==> src/rtl/bp_fpga_button_event.sv <==
// Push-button front end: synchronizer, debounce FSM, optional auto-repeat and a
// valid/yumi event latch that coalesces presses and flags overruns.
module bp_fpga_button_event #(
    parameter int sync_stages_p          = 2,
    parameter int debounce_cycles_p      = 1_000_000,
    parameter int repeat_en_p            = 0,
    parameter int repeat_delay_cycles_p  = 50_000_000,
    parameter int repeat_period_cycles_p = 10_000_000
) (
    input  logic clk_i,
    input  logic reset_i,
    input  logic btn_i,
    output logic level_o,
    output logic v_o,
    input  logic yumi_i,
    output logic overrun_o
);
    // state        | meaning
    // e_idle       | button released and stable, level_o=0
    // e_db_press   | press seen, waiting for debounce_cycles_p stable cycles
    // e_held       | press accepted, level_o=1, repeat timer running if enabled
    // e_db_release | release seen, waiting for stability, repeat timer paused

    if (sync_stages_p < 2) begin : g_bad_sync
        $error("sync_stages_p must be >= 2");
    end
    if (debounce_cycles_p < 1 || repeat_delay_cycles_p < 1 || repeat_period_cycles_p < 1) begin : g_bad_cnt
        $error("cycle count parameters must be >= 1");
    end

    localparam int cnt_w_lp   = $clog2(debounce_cycles_p + 1);
    localparam int rpt_max_lp = (repeat_delay_cycles_p > repeat_period_cycles_p)
                              ? repeat_delay_cycles_p : repeat_period_cycles_p;
    localparam int rpt_w_lp   = $clog2(rpt_max_lp + 1);

    localparam logic [cnt_w_lp-1:0] db_last_lp     = cnt_w_lp'(debounce_cycles_p - 1);
    localparam logic [rpt_w_lp-1:0] rpt_delay_lp   = rpt_w_lp'(repeat_delay_cycles_p - 1);
    localparam logic [rpt_w_lp-1:0] rpt_period_lp  = rpt_w_lp'(repeat_period_cycles_p - 1);

    typedef enum logic [1:0] {
        e_idle,
        e_db_press,
        e_held,
        e_db_release
    } state_e;

    state_e                     r_state;
    logic [sync_stages_p-1:0]   r_sync;
    logic [cnt_w_lp-1:0]        r_cnt;
    logic [rpt_w_lp-1:0]        r_rpt_cnt;
    logic                       r_rpt_first;
    logic                       r_level;
    logic                       r_v;
    logic                       r_overrun;

    logic w_s;
    logic w_db_done;
    logic w_rpt_done;
    logic w_evt;

    assign w_s        = r_sync[sync_stages_p-1];
    assign w_db_done  = (r_cnt == db_last_lp);
    assign w_rpt_done = r_rpt_first ? (r_rpt_cnt == rpt_delay_lp)
                                    : (r_rpt_cnt == rpt_period_lp);
    assign w_evt      = ((r_state == e_db_press) && w_s && w_db_done)
                     || ((r_state == e_held) && w_s && (repeat_en_p != 0) && w_rpt_done);

    always_ff @(posedge clk_i) begin
        if (reset_i) begin
            r_state     <= e_idle;
            r_sync      <= '0;
            r_cnt       <= '0;
            r_rpt_cnt   <= '0;
            r_rpt_first <= 1'b1;
            r_level     <= 1'b0;
            r_v         <= 1'b0;
            r_overrun   <= 1'b0;
        end else begin
            r_sync <= {r_sync[sync_stages_p-2:0], btn_i};

            case (r_state)
                e_idle: begin
                    if (w_s) begin
                        r_state <= e_db_press;
                        r_cnt   <= '0;
                    end
                end
                e_db_press: begin
                    if (!w_s) begin
                        r_state <= e_idle;
                        r_cnt   <= '0;
                    end else if (w_db_done) begin
                        r_state     <= e_held;
                        r_cnt       <= '0;
                        r_level     <= 1'b1;
                        r_rpt_cnt   <= '0;
                        r_rpt_first <= 1'b1;
                    end else begin
                        r_cnt <= r_cnt + 1'b1;
                    end
                end
                e_held: begin
                    if (!w_s) begin
                        r_state <= e_db_release;
                        r_cnt   <= '0;
                    end else if (repeat_en_p != 0) begin
                        if (w_rpt_done) begin
                            r_rpt_cnt   <= '0;
                            r_rpt_first <= 1'b0;
                        end else begin
                            r_rpt_cnt <= r_rpt_cnt + 1'b1;
                        end
                    end
                end
                e_db_release: begin
                    // a bounce back to pressed resumes the repeat timer where it paused
                    if (w_s) begin
                        r_state <= e_held;
                        r_cnt   <= '0;
                    end else if (w_db_done) begin
                        r_state <= e_idle;
                        r_cnt   <= '0;
                        r_level <= 1'b0;
                    end else begin
                        r_cnt <= r_cnt + 1'b1;
                    end
                end
                default: begin
                    r_state <= e_idle;
                    r_cnt   <= '0;
                end
            endcase

            if (w_evt) begin
                r_v <= 1'b1;
                if (r_v && !yumi_i) begin
                    r_overrun <= 1'b1;
                end
            end else if (yumi_i && r_v) begin
                r_v <= 1'b0;
            end
        end
    end

    assign level_o   = r_level;
    assign v_o       = r_v;
    assign overrun_o = r_overrun;

endmodule

==> config.mk <==
export PLATFORM = sky130hd
export DESIGN_NAME = bp_fpga_button_event
export DESIGN_NICKNAME = d
export VERILOG_FILES = /design/src/rtl/bp_fpga_button_event.sv
export SDC_FILE = /design/constraint.sdc
export NUM_CORES = 1
export LEC_CHECK = 0
export CORE_MARGIN = 1
export CORE_UTILIZATION = 42
export CTS_BUF_LIST = sky130_fd_sc_hd__clkbuf_8
export CTS_CLUSTER_SIZE = 25
export DETAILED_ROUTE_END_ITERATION = 10
export GPL_TIMING_DRIVEN = 0
export PLACE_DENSITY = 0.62
export SYNTH_ARGS = -nofsm -noshare
export SYNTH_HDL_FRONTEND = slang
export SYNTH_SLANG_ARGS = --single-unit
==> constraint.sdc <==
create_clock -name clk_i -period 2.66 [get_ports clk_i]
set_input_delay 0.266 -clock clk_i [delete_from_list [all_inputs] [get_ports clk_i]]
set_output_delay 0.266 -clock clk_i [all_outputs]
set_load 0.02 [all_outputs]
==> results.toml, run 1 <==
[clocking]
clockBufferDepth = 2
cts_num_sinks = 27
cts_htree_levels = 1
cts_resized = 0
cts-hold-fix-buffers = 0
cts_buffers = 3
root_buffer = "clkbuf_8"
cts.clk_slew.worst_paths_ps = 80
clk_latency_ps = 280
cts_tree = "done"
post_cts_buffers = 0

[timing]
fmax_mhz = 481
hold_viol_final = 0
slew_violations = 0
slew_headroom = 0.653
tns_ps = 0
fin_crit_sh = 0.782
min_period_ps = 2080
tightestPinTransition_ps = 516
setup-violations-final = 0
timing.final.ws_setup_ps = 581
rsz0062_at_grt = "no"
skew_ps = 9.62

[logic_synthesis]
yosysUniqueCellTypes = 35
synth_top_area_frac = 0.410
synthTopCellsByArea = "dfxtp_1, nand3_1, a21oi_1"
synth_fp_nets = 161
synthSimpleGateAreaFrac = 0.323
synth-seq-area-share = 0.410
synth_top_family_by_area = "simple AND/OR/NAND/NOR gates"
synthAdderAreaFrac = 0.00950
synthesis.area_sq_mm = 0.00132
netlist_instances = 156
synth_area_per_cell_sq_um = 8.45
ys_warn_count = 0
ys_ff_latch = 27
synth-xor-area-share = 0.0199
yosys.area.top_type = "dfxtp_1"
synth_compound_area_frac = 0.191
synthMuxAreaShare = 0.0228

[route]
via_per_inst = 5.89
via_count = 1161
firstDrtPassIters = 4
post-route-drc-count = 0
wirelength_mm = 2.78
final_antenna_net_count = 0
wl_per_cell_microns = 14.1
drt_iter0_markers = 36

[finish]
nets = 172
final_util = 0.513
area_growth_syn_to_layout_pct = 11.0
drive_gt1_frac = 0.0663
diodes = 0

[critical_path]
critPathMaxFanout = 10
critical_path_class = "register to register"
required_ps = 2870
path_cells = "ha_1, nand2_1, and4bb_2, a211oi_4, buf_2, a31oi_1, a21oi_1"
cp_slowest_stage_delay_ps = 470
r2r_cells = 7
cp.arrival_ps = 2290
worstSetupStartpointType = "register"
endpoint_kind = "register"
crit_slowest_cell = "a211oi_4"
timing.reg2reg.setup_slack_ps = 580

[die]
core_sq_mm = 0.00285
die_x_microns = 58.0
rows = 19
start_util = 0.462
die_y_microns = 58.0
pin_count = 7
dieArea_sq_mm = 0.00337

[pwr]
p_leak_uw = 0.000517
vdd_drop_max_v = 0.000390
power_density_mw_per_mm2 = 466
finalPower_uw = 681

[grt]
grt_pass1_vias = 1155
antenna_found_initial = 0
overflow = 0
grt_usage = 0.200
grt_max_degree = 16
grt_pass1_wl_mm = 5.17

[placement]
io_buffers = 6
place_hpwl_mm = 1.98
dp_slack_ps = 605
routabilityCongestion = 0.874

[run]
drv_cap = 0

[min_path]
hold_class = "register to register"
whs_path_depth = 1

[run_status]
outcome = "completed"
[stage by stage]
stage                     hold slack (ps)  instance area [sq um]  std cells
after floorplan                       338                   1320        156
after global placement                428                   1420        193
after detailed placement              434                   1420        193
after CTS                             459                   1460        197
after global routing                  467                   1460        197
final                                 456                   1460        197
[synthesized netlist by cell type]
cell,count
a211oi_4,1
clkbuf_1,2
a22oi_1,1
a31oi_1,9
or2b_1,1
a21oi_1,13
nand2_1,15
nor3_1,2
nand2b_1,3
nor3b_1,1
buf_6,1
xor2_1,3
and4bb_2,1
nand4_1,6
mux2i_1,3
nand3b_1,1
or3_1,1
nor2b_1,5
and2_1,1
nor4_1,1
nand3_1,16
nor4_4,1
or4_4,1
o21ai_0,6
nor2_1,14
a21o_1,4
ha_1,1
inv_1,2
a22o_1,4
buf_2,1
or3b_1,2
o31ai_1,1
and3_1,4
dfxtp_1,27
nor3_2,1
[final timing paths]
kind,start,end
max,r_cnt[0]$_SDFFE_PP0P_,r_cnt[12]$_SDFFE_PP0P_
min,r_sync[0]$_SDFF_PP0_,r_sync[1]$_SDFF_PP0_
max reg2reg,r_cnt[0]$_SDFFE_PP0P_,r_cnt[12]$_SDFFE_PP0P_
min reg2reg,r_sync[0]$_SDFF_PP0_,r_sync[1]$_SDFF_PP0_
[flip-flops by register name, summed over array words and instances, names as in the netlist, named ones only]
name and count:
level_o 1, overrun_o 1, r_cnt 20, r_state 1
r_sync 2, v_o 1
[metal layers]
layer	track usage	vias up	wire length, microns
li1	-	594	-
met1	0.265	539	1310
met2	0.317	23	1350
met3	0.0402	5	92
met4	0.0816	0	33
met5	0	-	0
[layout make-up]
class | count | area, sq um
fillers | 283 | 1390
multi-input cells | 123 | 746
flip-flops and latches | 27 | 541
repair buffers | 6 | 60.1
clock buffers | 3 | 41.3
well taps | 31 | 38.8
plain buffers | 4 | 23.8
inverters | 2 | 7.51
clock inverters | 1 | 5.00
[cells in the final DEF (no fill, tap or decap)]
master / instances
and4bb_2: 1
nor4_1: 1
xor2_1: 3
and3_1: 4
ha_1: 1
or3_1: 1
or3b_1: 2
clkbuf_8: 3
nand3_1: 16
mux2i_1: 3
o31ai_1: 1
a22oi_1: 1
nand4_1: 6
nand3b_1: 1
nor4_4: 1
nor3_2: 1
o21ai_0: 6
a211oi_4: 1
nand2_1: 15
nor2_1: 14
buf_6: 1
and2_1: 1
clkdlybuf4s50_1: 6
nor3_1: 2
clkinv_2: 1
a21o_1: 4
clkbuf_1: 2
a22o_1: 4
or4_4: 1
or2b_1: 1
nand2b_1: 3
nor3b_1: 1
a21oi_1: 13
dfxtp_1: 27
nor2b_1: 5
inv_1: 2
a31oi_1: 9
buf_2: 1
[report_power, final]
| group | internal [uW] | total [uW] | switching [uW] |
|---|---|---|---|
| logic | 16.2 | 38.3 | 22.1 |
| clock network | 105 | 232 | 127 |
| registers | 408 | 411 | 3.24 |
| total | 529 | 681 | 152 |
[critical path: cells and delay by family (launching register included)]
kind                     cells  cell delay [ps]
AND/OR/NAND/NOR              2              380
flip-flops                   1              350
buffers and inverters        1              310
AO/OA/AOI/OAI                3              700
adder cells (fa/ha/maj)      1              260
[cells by family after synthesis]
| kind of cell | after synthesis |
|---|---|
| AOI/OAI and AO/OA | 39 |
| xor gates and xnor gates | 3 |
| adders and majority gates | 1 |
| buffers and inverters | 6 |
| DFF | 27 |
| muxes | 3 |
| and+or+nand+nor | 77 |
Power figures use the tool's default switching activity.
==> inputs of run 2 (changes only) <==
PLACE_DENSITY = 0.65   (was 0.62)
clock period = 1.7 ns   (was 2.66 ns; I/O delays follow)
==> results.toml, run 2 (synthesized netlist as in run 1, its figures left out) <==
[pwr]
p_leak_uw = 0.000581
power_density_mw_per_mm2 = 665
finalPower_uw = 1080
vdd_drop_max_v = 0.000385

[timing]
timing.final.ws_setup_ps = -154
holdWs_ps = 450
rsz0062_at_grt = "yes"
slew_headroom = 0.670
min_period_ps = 1850
tightestPinTransition_ps = 495
slew_violations = 0
fmax_mhz = 539
skew_ps = 7.92
hold_viol_final = 0
setup-violations-final = 23
fin_crit_sh = 1.09
tns_ps = -1660

[clocking]
cts_tree = "done"
cts-hold-fix-buffers = 0
cts.clk_slew.worst_paths_ps = 100
clockBufferDepth = 2
cts_num_sinks = 27
cts_htree_levels = 1
cts_buffers = 3
clk_latency_ps = 270
root_buffer = "clkbuf_8"

[critical_path]
critPathMaxFanout = 6
worstSetupStartpointType = "register"
cp.arrival_ps = 2030
endpoint_kind = "register"
rr_startpoint = "r_cnt[15]$_SDFFE_PP0P_"
critical_path_class = "register to register"
timing.rr.end = "r_cnt[19]$_SDFFE_PP0P_"
timing.reg2reg.setup_slack_ps = -150
r2r_cells = 7
startpoint = "r_cnt[15]$_SDFFE_PP0P_"
required_ps = 1880
endpoint = "r_cnt[19]$_SDFFE_PP0P_"

[route]
drt_iter0_markers = 35
wl_per_cell_microns = 13.9
wirelength_mm = 2.87
firstDrtPassIters = 4
via_per_inst = 5.92
post-route-drc-count = 0
top_layer_used = "met4"
final_antenna_net_count = 0
wl_met3_microns = 61
met1Wirelength_mm = 1.37
via_count = 1219
wl_met2_mm = 1.40

[finish]
regMostFlops = "r_cnt"
reg_top3 = "r_cnt x20, r_sync x2"
layout_commonest_cell = "dfxtp_1"
final_area_sq_mm = 0.00162
final_cell_mix = "dfxtp_1, nand3_1, nand2_1"
multi_input_area_sq_um = 822
drive_gt1_frac = 0.194
register_area_sq_um = 549
area_growth_syn_to_layout_pct = 23.1
nets = 181
diodes = 0
fill_cells = 258
largest_reg_flops = 20

[placement]
routabilityCongestion = 0.797
dp_slack_ps = -245
dpl-instance-area_sq_mm = 0.00143
place_hpwl_mm = 1.98
io_buffers = 6

[die]
start_util = 0.462
pin_count = 7
rows = 19
core_sq_mm = 0.00285
die_x_microns = 58.0
die_y_microns = 58.0
dieArea_sq_mm = 0.00337

[min_path]
min_from = "r_sync[0]$_SDFF_PP0_"
hold_class = "register to register"

[grt]
grt_pass1_vias = 1139
antenna_found_initial = 0
grt_max_degree = 16
overflow = 0
grt_usage = 0.195
grt_pass1_wl_mm = 5.03

[run_status]
failed_checks = "setup timing"
outcome = "complete, but fails checks"

[run]
drv_cap = 0
run 2: cell types whose count changed in the layout (fill, tap and decap cells not counted), sizes merged:
cell / before / now
a211oi: 1 / 2
buf: 2 / 10
run 2: worst min path at each step:
stage	to	cells after the start
floorplan	r_sync[1]$_SDFF_PP0_	1
global placement	r_sync[1]$_SDFF_PP0_	1
detailed placement	r_sync[1]$_SDFF_PP0_	1
CTS	r_sync[0]$_SDFF_PP0_	2
global route	r_sync[0]$_SDFF_PP0_	2
finish	r_sync[1]$_SDFF_PP0_	1
run 2: critical path, stage by stage, from the launching register on:
cell and delay [ps]:
dfxtp_4 360, or4_4 520, nor4_4 140, buf_4 180, a211oi_4 100, buf_6 150, a21o_1 150, a22o_1 170
run 2: power by group:
part           total (uW)  internal, uW  switching (uW)
logic                68.3          29.9            38.3
registers             644           637            6.98
clock network         367           164             202
run 2: final cells by class:
cell class	count	share of cell area
flip-flops and latches	27	0.339
well taps	31	0.0239
repair buffers	14	0.0787
clock buffers	3	0.0255
clock inverters	1	0.00309
multi-input cells	124	0.507
inverters	2	0.00463
plain buffers	4	0.0185
run 2: timing repair:
| action | 4_1_cts | 5_1_grt |
|---|---|---|
| endpoints found under the setup margin | 24 | 24 |
| resized for setup | 6 | 11 |
| pin swaps | 6 | 7 |
| endpoints found under the hold margin | 0 | 0 |
| buffers inserted | 5 | 2 |
| cloned | 2 | 0 |
run 2: routing by layer:
metal	vias up	GRT usage
met5	-	0
met4	0	0.0714
met3	5	0.0268
met2	17	0.320
met1	581	0.262
li1	616	-
run 2: through the flow:
step	std cells	utilization
finish	206	0.568
global route	206	0.568
CTS	204	0.546
detailed placement	193	0.500
global placement	193	0.500
floorplan	156	-
